==> config.mk <==
export PLATFORM = sky130hd
export DESIGN_NAME = clock_display_scan_flat
export DESIGN_NICKNAME = d
export VERILOG_FILES = /design/src/rtl/clock_display_scan_if.sv /design/src/rtl/clock_display_scan.sv /design/src/flat_wrapper.sv
export SDC_FILE = /design/constraint.sdc
export NUM_CORES = 1
export LEC_CHECK = 0
export BUFFER_PORTS_ARGS = -buffer_cell sky130_fd_sc_hd__clkbuf_2
export CAP_MARGIN = 10
export CORE_ASPECT_RATIO = 2
export CORE_MARGIN = 2
export CORE_UTILIZATION = 62
export DETAILED_ROUTE_END_ITERATION = 8
export PLACE_DENSITY = 0.85
export RECOVER_POWER = 100
export SLEW_MARGIN = 20
export SYNTH_ARGS = -nofsm -noshare
export SYNTH_HDL_FRONTEND = slang
export SYNTH_SLANG_ARGS = --single-unit
==> constraint.sdc <==
create_clock -name clk -period 6.4 [get_ports clk]
set_clock_uncertainty 0.2 [all_clocks]
set_input_delay 1.28 -clock clk [delete_from_list [all_inputs] [get_ports clk]]
set_output_delay 1.28 -clock clk [all_outputs]
set_load 0.02 [all_outputs]
==> src/rtl/clock_display_scan_if.sv <==
// Display bus between the time counter / board pins and the digit scanner.
// Latency: none (wires only).
// Backpressure: none; the scanner samples digits on its own schedule.
interface clock_display_scan_if;
    logic [3:0] sl;
    logic [3:0] sm;
    logic [3:0] ml;
    logic [3:0] mm;
    logic [3:0] hl;
    logic [3:0] hm;
    logic       lz_blank;
    logic [5:0] an;
    logic [6:0] seg;
    logic       dp;

    // Time source side: drives BCD digits, observes the display pins.
    modport master (
        output sl, sm, ml, mm, hl, hm, lz_blank,
        input  an, seg, dp
    );

    // Scanner side: consumes BCD digits, drives the display pins.
    modport slave (
        input  sl, sm, ml, mm, hl, hm, lz_blank,
        output an, seg, dp
    );
endinterface

==> src/rtl/clock_display_scan.sv <==
// Six-digit multiplexed seven-segment scanner with per-frame coherent digit snapshot.
// Latency: outputs lag prescaler/index by 1 clk; input change visible within 12*SCAN_DIV+1 clks.
// Backpressure: none; free-running scan, inputs sampled only at frame wrap (or after reset).
module clock_display_scan #(
    parameter int SCAN_DIV = 1000,
    parameter int GUARD    = 2
) (
    input  logic                  clk,
    input  logic                  rst,
    clock_display_scan_if.slave   disp
);

    typedef struct packed {
        logic [3:0] hm;
        logic [3:0] hl;
        logic [3:0] mm;
        logic [3:0] ml;
        logic [3:0] sm;
        logic [3:0] sl;
    } digits_t;

    localparam logic [15:0] P_LAST  = 16'(SCAN_DIV - 1);
    localparam logic [15:0] P_GUARD = 16'(GUARD);

    logic [15:0] p;
    logic [2:0]  i;
    logic        load_pend;
    digits_t     live;
    digits_t     shadow;
    digits_t     view;
    logic        slot_end;
    logic        frame_wrap;

    logic [3:0]  cur_digit;
    logic [5:0]  an_nxt;
    logic [6:0]  seg_nxt;
    logic        dp_nxt;

    logic [5:0]  an_q;
    logic [6:0]  seg_q;
    logic        dp_q;

    assign live       = {disp.hm, disp.hl, disp.mm, disp.ml, disp.sm, disp.sl};
    assign slot_end   = (p == P_LAST);
    assign frame_wrap = slot_end && (i == 3'd5);

    // The first slot after reset decodes straight from the live inputs, since the
    // shadow is being loaded on that same edge; otherwise only the shadow is shown,
    // so a frame never mixes digits from two sample instants.
    assign view = load_pend ? live : shadow;

    // Prescaler and digit index: one slot per SCAN_DIV cycles, six slots per frame.
    always_ff @(posedge clk or negedge rst) begin
        if (!rst) begin
            p <= '0;
            i <= '0;
        end else if (slot_end) begin
            p <= '0;
            i <= (i == 3'd5) ? 3'd0 : i + 3'd1;
        end else begin
            p <= p + 16'd1;
        end
    end

    // Snapshot all six digits at frame wrap, or once right after reset.
    always_ff @(posedge clk or negedge rst) begin
        if (!rst) begin
            shadow    <= '0;
            load_pend <= 1'b1;
        end else begin
            if (load_pend || frame_wrap) begin
                shadow <= live;
            end
            load_pend <= 1'b0;
        end
    end

    // Select the active digit, decode it, and apply guard, blanking and colon rules.
    always_comb begin
        cur_digit = view.sl;
        an_nxt    = '0;
        seg_nxt   = '0;
        dp_nxt    = 1'b0;

        case (i)
            3'd0:    cur_digit = view.sl;
            3'd1:    cur_digit = view.sm;
            3'd2:    cur_digit = view.ml;
            3'd3:    cur_digit = view.mm;
            3'd4:    cur_digit = view.hl;
            3'd5:    cur_digit = view.hm;
            default: cur_digit = view.sl;
        endcase

        case (cur_digit)
            4'd0:    seg_nxt = 7'h3F;
            4'd1:    seg_nxt = 7'h06;
            4'd2:    seg_nxt = 7'h5B;
            4'd3:    seg_nxt = 7'h4F;
            4'd4:    seg_nxt = 7'h66;
            4'd5:    seg_nxt = 7'h6D;
            4'd6:    seg_nxt = 7'h7D;
            4'd7:    seg_nxt = 7'h07;
            4'd8:    seg_nxt = 7'h7F;
            4'd9:    seg_nxt = 7'h6F;
            default: seg_nxt = 7'h40;
        endcase

        if ((i == 3'd5) && disp.lz_blank && (view.hm == 4'd0)) begin
            seg_nxt = 7'h00;
        end

        an_nxt = (p < P_GUARD) ? 6'd0 : (6'd1 << i);
        dp_nxt = ((i == 3'd2) || (i == 3'd4)) && !view.sl[0];

        // Segments never light without a digit enable.
        if (an_nxt == 6'd0) begin
            seg_nxt = 7'h00;
            dp_nxt  = 1'b0;
        end
    end

    // Output pin registers.
    always_ff @(posedge clk or negedge rst) begin
        if (!rst) begin
            an_q  <= '0;
            seg_q <= '0;
            dp_q  <= 1'b0;
        end else begin
            an_q  <= an_nxt;
            seg_q <= seg_nxt;
            dp_q  <= dp_nxt;
        end
    end

    assign disp.an  = an_q;
    assign disp.seg = seg_q;
    assign disp.dp  = dp_q;

endmodule

==> src/flat_wrapper.sv <==
// flat-port wrapper written by rule: the top's interface ports become plain ports
module clock_display_scan_flat 
#(
    parameter int SCAN_DIV = 1000,
    parameter int GUARD    = 2
)
  (clk, rst, disp_sl, disp_sm, disp_ml, disp_mm, disp_hl, disp_hm, disp_lz_blank, disp_an, disp_seg, disp_dp);
  clock_display_scan_if disp_i ();
  input  logic clk;
  input  logic rst;
  input wire logic [$bits(disp_i.sl)-1:0] disp_sl;
  input wire logic [$bits(disp_i.sm)-1:0] disp_sm;
  input wire logic [$bits(disp_i.ml)-1:0] disp_ml;
  input wire logic [$bits(disp_i.mm)-1:0] disp_mm;
  input wire logic [$bits(disp_i.hl)-1:0] disp_hl;
  input wire logic [$bits(disp_i.hm)-1:0] disp_hm;
  input wire logic [$bits(disp_i.lz_blank)-1:0] disp_lz_blank;
  output wire logic [$bits(disp_i.an)-1:0] disp_an;
  output wire logic [$bits(disp_i.seg)-1:0] disp_seg;
  output wire logic [$bits(disp_i.dp)-1:0] disp_dp;
  assign disp_i.sl = disp_sl;
  assign disp_i.sm = disp_sm;
  assign disp_i.ml = disp_ml;
  assign disp_i.mm = disp_mm;
  assign disp_i.hl = disp_hl;
  assign disp_i.hm = disp_hm;
  assign disp_i.lz_blank = disp_lz_blank;
  assign disp_an = disp_i.an;
  assign disp_seg = disp_i.seg;
  assign disp_dp = disp_i.dp;
  clock_display_scan #(.SCAN_DIV(SCAN_DIV), .GUARD(GUARD)) u_core (.clk(clk), .rst(rst), .disp(disp_i));
endmodule
==> run_results.csv, run 1 <==
group,metric,value,unit
setup_path,crit-reg2reg-launch,"u_core.load_pend$_DFF_PN1_",
power_and_ir_drop,cellPowerDensity,237,mW/mm²
yosys,netlist_area,0.00301,mm²
setup_path,path_depth,2,
setup_path,crit_family,"buffers and inverters",
placement,dpl_cell_area,0.00321,mm²
setup_path,setup.worst_path.start,"rst",
clock_network,cts_resized,0,
final_layout,final_cell_mix,"dfrtp_1, mux2_2, clkbuf_2, clkbuf_1, nand2_1",
floorplanning,initial_core_util,64.9,%
setup_path,cp.required,5980,ps
global_route,track_usage,26.4,%
setup_path,crit_end,"u_core.shadow[20]$_DFFE_PN0P_",
power_and_ir_drop,p_leak,0.00149,µW
yosys,syn_nets,292,
route,drtIter0Drc,81,
yosys,synth_top_family_by_area,"multiplexers",
yosys,synth_warnings,0,
floorplanning,io_pins,41,
clock_network,clockRootBuffer,"clkbuf_8",
setup_path,cp-start-kind,"input port",
floorplanning,die_h,103,µm
setup_path,critPathCaptureType,"async pin",
setup_path,crit_type,"input port to async pin",
clock_network,clock-sinks,58,
setup_path,reg2reg_depth,8,
setup_path,reg2reg_slack,2840,ps
floorplanning,die_w,53.3,µm
route,routedWlPerCell,17.4,µm
yosys,ys_seq_elements,58,
yosys,synth_ff_type,"dfrtp_1",
final_layout,utilization,71.9,%
clock_network,postCtsHoldBufs,0,
hold_path,min_path_type,"flip-flop to flip-flop",
global_route,grt_pass1_wl,10100,µm
yosys,async_flop_share,100,%
global_route,antenna_found_initial,0,
yosys,post_synth_mux_area_share,18.5,%
floorplanning,core,0.00464,mm²
timing,slew_headroom,-101,%
final_layout,drive_gt1_share,30.0,%
route,vias,2136,
job,cap_violations,1,
final_layout,nets,332,
final_layout,n_antenna_cell,0,
setup_path,path_cells,"clkbuf_2 > clkbuf_1",
final_layout,layout_commonest_cell,"dfrtp_1",
setup_path,path_buf_inv,2,
timing,rsz0062_at_grt,"no",
timing,finalHoldViolations,0,
final_layout,multiInputGateArea,0.00144,mm²
global_route,grt_pass1_vias,2180,
setup_path,path_max_fanout,58,
clock_network,clock_latency,340,ps
route,finalWirelength,6250,µm
setup_path,crit_slowest_cell,"clkbuf_1",
final_layout,postLayoutCellArea,0.00334,mm²
final_layout,seqCellArea,0.00145,mm²
global_route,grt-ovfl-total,0,
yosys,synth-compound-area-share,10.2,%
timing,fin_setup_tns,0,ps
route,drc,0,
power_and_ir_drop,ir_drop,0.313,mV
setup_path,worstPathArrival,3510,ps
clock_network,htree_levels,3,
timing,fin_crit_sh,61.4,%
timing,finalCriticalPeriod,3930,ps
route,ant_nets,0,
final_layout,syn2layout_area_growth,10.8,%
clock_network,cts-buffers-inserted,9,
outcome,status,"finished, violations left",
floorplanning,core.rowCount,35,
timing,drv_slew,59,
yosys,ys_seq_area_share,48.3,%
route,vias_per_cell,5.97,
global_route,grt_max_degree,59,
yosys,synthXorXnorAreaFrac,3.78,%
timing,setup_violations,0,
route,dr.pass1.iters,5,
timing,max_freq,254,MHz
clock_network,clk_pin_slew,60,ps
setup_path,r2r_end,"u_core.disp.seg[6]$_DFF_PN0_",
setup_path,slowest_delay,2130,ps
yosys,synth.avg_cell_area,11.7,µm²
clock_network,cts_buffer_depth,2,
placement,portBuffers,40,
timing,max_slew.worst_pin.slew,3020,ps
yosys,synthCells,258,
yosys,synth-edff-count,0,
placement,dp_hpwl,4410,µm
floorplanning,dieArea,0.00546,mm²
yosys,ys_types,53,
placement,gp_congestion,0.796,
clock_network,post-cts-setup-buffers,0,
yosys,synthSimpleGateAreaFrac,12.6,%
final_layout,fill_cells,357,
yosys,synth_fa_ha_area_share,2.91,%
clock_network,tritoncts,"done",
outcome,violations,"capacitance limit, slew limit",
[metrics by stage]
step	setup WS, ps	cells	hold WS, ps	total power, µW
floorplan	3320	258	233	476
global placement	3080	342	245	510
detailed placement	3030	342	264	513
CTS	3300	358	272	799
global route	1750	358	287	829
finish	2470	358	272	791
[logic make-up after synthesis]
| kind of cell | after synthesis |
|---|---|
| compound gates | 40 |
| other cells | 1 |
| flops | 58 |
| fa+ha+maj | 7 |
| buf+inv | 18 |
| mux | 48 |
| xor+xnor | 13 |
| simple gates | 73 |
[worst min path at each step]
stage                                start                     end  slack [ps]  depth (start not counted)
floorplan            u_core.p[0]$_DFF_PN0_   u_core.p[0]$_DFF_PN0_         230                          1
global placement     u_core.p[0]$_DFF_PN0_   u_core.p[0]$_DFF_PN0_         240                          1
detailed placement   u_core.p[0]$_DFF_PN0_   u_core.p[0]$_DFF_PN0_         260                          1
CTS                  u_core.p[0]$_DFF_PN0_   u_core.p[0]$_DFF_PN0_         270                          1
global route        u_core.p[15]$_DFF_PN0_  u_core.p[15]$_DFF_PN0_         290                          1
finish               u_core.p[0]$_DFF_PN0_   u_core.p[0]$_DFF_PN0_         270                          1
[flip-flops by register name, summed over array words and instances (netlist names)]
name              count
u_core.disp.an        6
u_core.disp.dp        1
u_core.disp.seg       7
u_core.i              3
u_core.load_pend      1
u_core.p             16
u_core.shadow        24
[synth_stat cells, types with 2 or more instances]
cell / instances / area [µm²]
nor3_1: 5 / 25.0
a211oi_1: 2 / 15.0
inv_1: 4 / 15.0
nor2_1: 14 / 52.6
nand4_1: 3 / 18.8
mux2_4: 2 / 30.0
dfrtp_1: 57 / 1430
o22a_1: 2 / 17.5
a21oi_1: 8 / 40.0
ha_1: 7 / 87.6
o22ai_2: 3 / 37.5
nand2b_1: 4 / 25.0
o31ai_1: 3 / 22.5
mux2i_1: 4 / 40.0
or3_1: 2 / 12.5
nand3_1: 6 / 30.0
xor2_1: 7 / 61.3
clkbuf_1: 5 / 18.8
nor4_1: 4 / 25.0
nand2_1: 17 / 63.8
a22oi_1: 4 / 30.0
or2_2: 2 / 12.5
mux2_2: 41 / 462
xnor2_1: 6 / 52.6
a222oi_1: 3 / 30.0
nor2b_1: 7 / 43.8
o21ai_0: 5 / 25.0
nor3b_1: 2 / 15.0
buf_2: 5 / 25.0
[area by class of cell]
| cell class | instances | share of cell area [%] |
|---|---|---|
| flip-flops and latches | 58 | 43.5 |
| clock buffers | 13 | 4.46 |
| inverters | 5 | 0.563 |
| multi-input cells | 182 | 43.2 |
| clock inverters | 3 | 0.450 |
| well taps | 55 | 2.06 |
| repair buffers | 42 | 5.70 |
[report_power, final]
part | internal, µW | switching [µW]
combinational | 48.4 | 52.4
sequential | 390 | 13.4
clock | 149 | 138
[layer usage]
metal,up-vias,wire [µm],part of all wire (%),GRT usage [%]
li1,1007,-,-,-
met1,1045,2290,37,28.1
met2,64,3460,55,44.7
met3,20,251,4.0,7.97
met4,0,242,3.9,15.2
met5,-,0,0,0
Note: power is estimated with default switching activity, not from simulation.
==> run 2, diff against run 1 <==
--- a/config.mk
+++ b/config.mk
@@ -5,13 +5,14 @@
 export SDC_FILE = /design/constraint.sdc
 export NUM_CORES = 1
 export LEC_CHECK = 0
+export ABC_AREA = 1
 export BUFFER_PORTS_ARGS = -buffer_cell sky130_fd_sc_hd__clkbuf_2
 export CAP_MARGIN = 10
 export CORE_ASPECT_RATIO = 2
 export CORE_MARGIN = 2
-export CORE_UTILIZATION = 62
+export CORE_UTILIZATION = 58
 export DETAILED_ROUTE_END_ITERATION = 8
-export PLACE_DENSITY = 0.85
+export PLACE_DENSITY = 0.8
 export RECOVER_POWER = 100
 export SLEW_MARGIN = 20
 export SYNTH_ARGS = -nofsm -noshare
==> constraint.sdc (replaced) <==
create_clock -name clk -period 3.91 [get_ports clk]
set_clock_uncertainty 0.2 [all_clocks]
set_input_delay 0.782 -clock clk [delete_from_list [all_inputs] [get_ports clk]]
set_output_delay 0.782 -clock clk [all_outputs]
set_load 0.02 [all_outputs]
==> run 2 against run 1 <==
  * The flow still finishes with violations (capacitance limit, slew limit)
  * Design area increased by 6.9%
  * Count of clock-buffer cells in the layout unchanged
  * Via count increased by 30%
==> run_results.csv, run 2 <==
group,metric,value,unit
timing,fin_crit_sh,77.3,%
yosys,synth-compound-area-share,10.4,%
power_and_ir_drop,cellPowerDensity,384,mW/mm²
setup_path,slowest_delay,700,ps
yosys,synthXorXnorAreaFrac,1.64,%
clock_network,cts_resized,0,
clock_network,tritoncts,"done",
global_route,grt_pass1_wl,12200,µm
final_layout,largest_reg_flops,24,
floorplanning,core,0.00537,mm²
setup_path,cp.required,3950,ps
floorplanning,dieArea,0.00617,mm²
global_route,grt_max_degree,49,
power_and_ir_drop,power.internal,1030,µW
timing,setup_violations,0,
setup_path,crit_family,"simple AND/OR/NAND/NOR gates",
final_layout,final_cell_mix,"nand2_1, inv_1, dfrtp_1, nor2_1, o21ai_0",
yosys,yosys-top-cells-count,"nand2_1, inv_1, dfrtp_1",
timing,finalCriticalPeriod,3020,ps
setup_path,worstPathArrival,3070,ps
yosys,yosysTopAreaCell,"dfrtp_1",
yosys,synthCells,434,
floorplanning,die_h,109,µm
placement,portBuffers,40,
timing,slew_headroom,-63.7,%
yosys,netlist_top_cells_area,"dfrtp_1, nand2_1, inv_1",
setup_path,cp-start-kind,"flip-flop",
outcome,status,"finished, violations left",
final_layout,top_register,"u_core.shadow",
yosys,ys_seq_area_share,45.4,%
setup_path,crit_type,"flip-flop to flip-flop",
power_and_ir_drop,power_frac_seq,47.3,%
floorplanning,die_w,56.5,µm
floorplanning,initial_core_util,59.6,%
placement,dp_hpwl,5310,µm
yosys,synth_top_area_share,44.5,%
clock_network,post-cts-setup-buffers,0,
clock_network,clk_pin_slew,60,ps
yosys,synthSimpleGateAreaFrac,29.5,%
route,ant_nets,0,
clock_network,clock_latency,350,ps
route,vias,2785,
setup_path,critPathCaptureType,"flip-flop",
yosys,synth_top_family_by_area,"simple AND/OR/NAND/NOR gates",
clock_network,clockRootBuffer,"clkbuf_8",
yosys,async_flop_share,100,%
final_layout,drive_gt1_share,10.4,%
floorplanning,io_pins,41,
route,drc,0,
yosys,post_synth_mux_area_share,0,%
power_and_ir_drop,combPwrFrac,11.3,%
setup_path,crit_slowest_cell,"clkbuf_1",
timing,finalHoldViolations,0,
route,vias_per_cell,5.14,
setup_path,path_cells,"clkbuf_1 > nand2_1 > nand3_1 > nand2_1 > nor2_1 > nand2_1 > nand2_1 > inv_1 > ha_1 > inv_1 > nand2_1 > inv_1 > nor2_1 > nor2_1",
global_route,antenna_found_initial,0,
timing,max_slew.worst_pin.slew,2460,ps
global_route,grt-ovfl-total,0,
power_and_ir_drop,ir_drop,0.398,mV
route,routedWlPerCell,13.1,µm
yosys,syn_nets,468,
yosys,yosysMostFrequentCell,"nand2_1",
power_and_ir_drop,p_switching,342,µW
yosys,synth-edff-count,0,
timing,rsz0062_at_grt,"no",
final_layout,nets,512,
timing,fin_setup_tns,0,ps
global_route,grt_pass1_vias,2793,
route,drtIter0Drc,116,
setup_path,path_max_fanout,24,
yosys,netlist_area,0.00320,mm²
final_layout,n_antenna_cell,0,
timing,max_freq,331,MHz
job,cap_violations,1,
yosys,synth_warnings,0,
clock_network,cts_buffer_depth,2,
yosys,ys_types,36,
setup_path,cpMostUsedCell,"nand2_1",
clock_network,postCtsHoldBufs,0,
yosys,synth_fa_ha_area_share,2.73,%
yosys,synth_ff_type,"dfrtp_1",
clock_network,htree_levels,3,
hold_path,min_path_type,"flip-flop to flip-flop",
route,dr.pass1.iters,4,
yosys,synth.avg_cell_area,7.38,µm²
floorplanning,core.rowCount,38,
power_and_ir_drop,swShare,25.0,%
placement,place_inst,526,
timing,drv_slew,48,
timing,timing.hold.ws,271,ps
clock_network,cts-buffers-inserted,9,
final_layout,syn2layout_area_growth,11.3,%
yosys,ys_seq_elements,58,
route,finalWirelength,7090,µm
global_route,track_usage,26.1,%
clock_network,clock-sinks,58,
final_layout,layout_commonest_cell,"nand2_1",
outcome,violations,"capacitance limit, slew limit",
power_and_ir_drop,clkPwrFrac,41.4,%
final_layout,fin_cells,542,
power_and_ir_drop,p_leak,0.00200,µW
setup_path,path_buf_inv,4,
placement,gp_congestion,0.947,
## run 2: path summary, 6_finish.rpt
kind	start	to	slack [ps]	cells past startpoint
max	u_core.load_pend$_DFF_PN1_	u_core.disp.seg[3]$_DFF_PN0_	890	14
min	u_core.p[0]$_DFF_PN0_	u_core.p[0]$_DFF_PN0_	270	1
max reg2reg	u_core.load_pend$_DFF_PN1_	u_core.disp.seg[3]$_DFF_PN0_	890	14
min reg2reg	u_core.p[0]$_DFF_PN0_	u_core.p[0]$_DFF_PN0_	270	1
max in group asynchronous	rst	u_core.shadow[3]$_DFFE_PN0P_	1130	1
min in group asynchronous	rst	u_core.shadow[14]$_DFFE_PN0P_	990	1
## run 2: routing by layer
layer  wire, µm  vias up  GRT usage (%)  share of wire [%]
met2       3820       73           45.4                 54
met4        326        0           17.5                4.6
met1       2680     1267           27.5                 38
li1           -     1421              -                  -
met5          0        -              0                  0
met3        256       24           5.93                3.6
## run 2: power groups by stage
stage                     logic (µW)  clock network, µW  registers, µW
after floorplan                 96.2                  0            669
after global placement           161                  0            657
after detailed placement         164                  0            658
after CTS                        166                581            648
after global routing             179                608            650
final                            155                567            647
## run 2: per-stage QoR
stage	utilization [%]	setup WS [ps]	power (µW)	instance area [µm²]
after floorplan	-	1750	765	3200
after global placement	63.5	1380	818	3410
after detailed placement	63.6	1370	823	3420
after CTS	67.4	1350	1390	3620
after global routing	66.3	601	1440	3560
final	66.3	888	1370	3560
## run 2: cells by family after synthesis
logic type	Yosys count
simple gates	231
buf+inv	76
flops	58
compound gates	55
fa+ha+maj	7
xor+xnor	6
other cells	1
## run 2: area by class of cell
class	instances	area [µm²]
Sequential cell	58	1450
Clock inverter	2	35.0
Clock buffer	13	169
Fill cell	526	1810
Tap cell	60	75.1
Multi-Input combinational cell	300	1370
Inverter	66	248
Timing Repair Buffer	43	220
## run 2: worst reg2reg max path, cell delays in order, from the launching register on
cell and delay [ps]:
dfstp_2 650, clkbuf_1 700, nand2_1 170, nand3_1 120
nand2_1 50, nor2_1 150, nand2_1 80, nand2_1 160
inv_1 90, ha_1 280, inv_1 30, nand2_1 50
inv_1 50, nor2_1 90, nor2_1 50
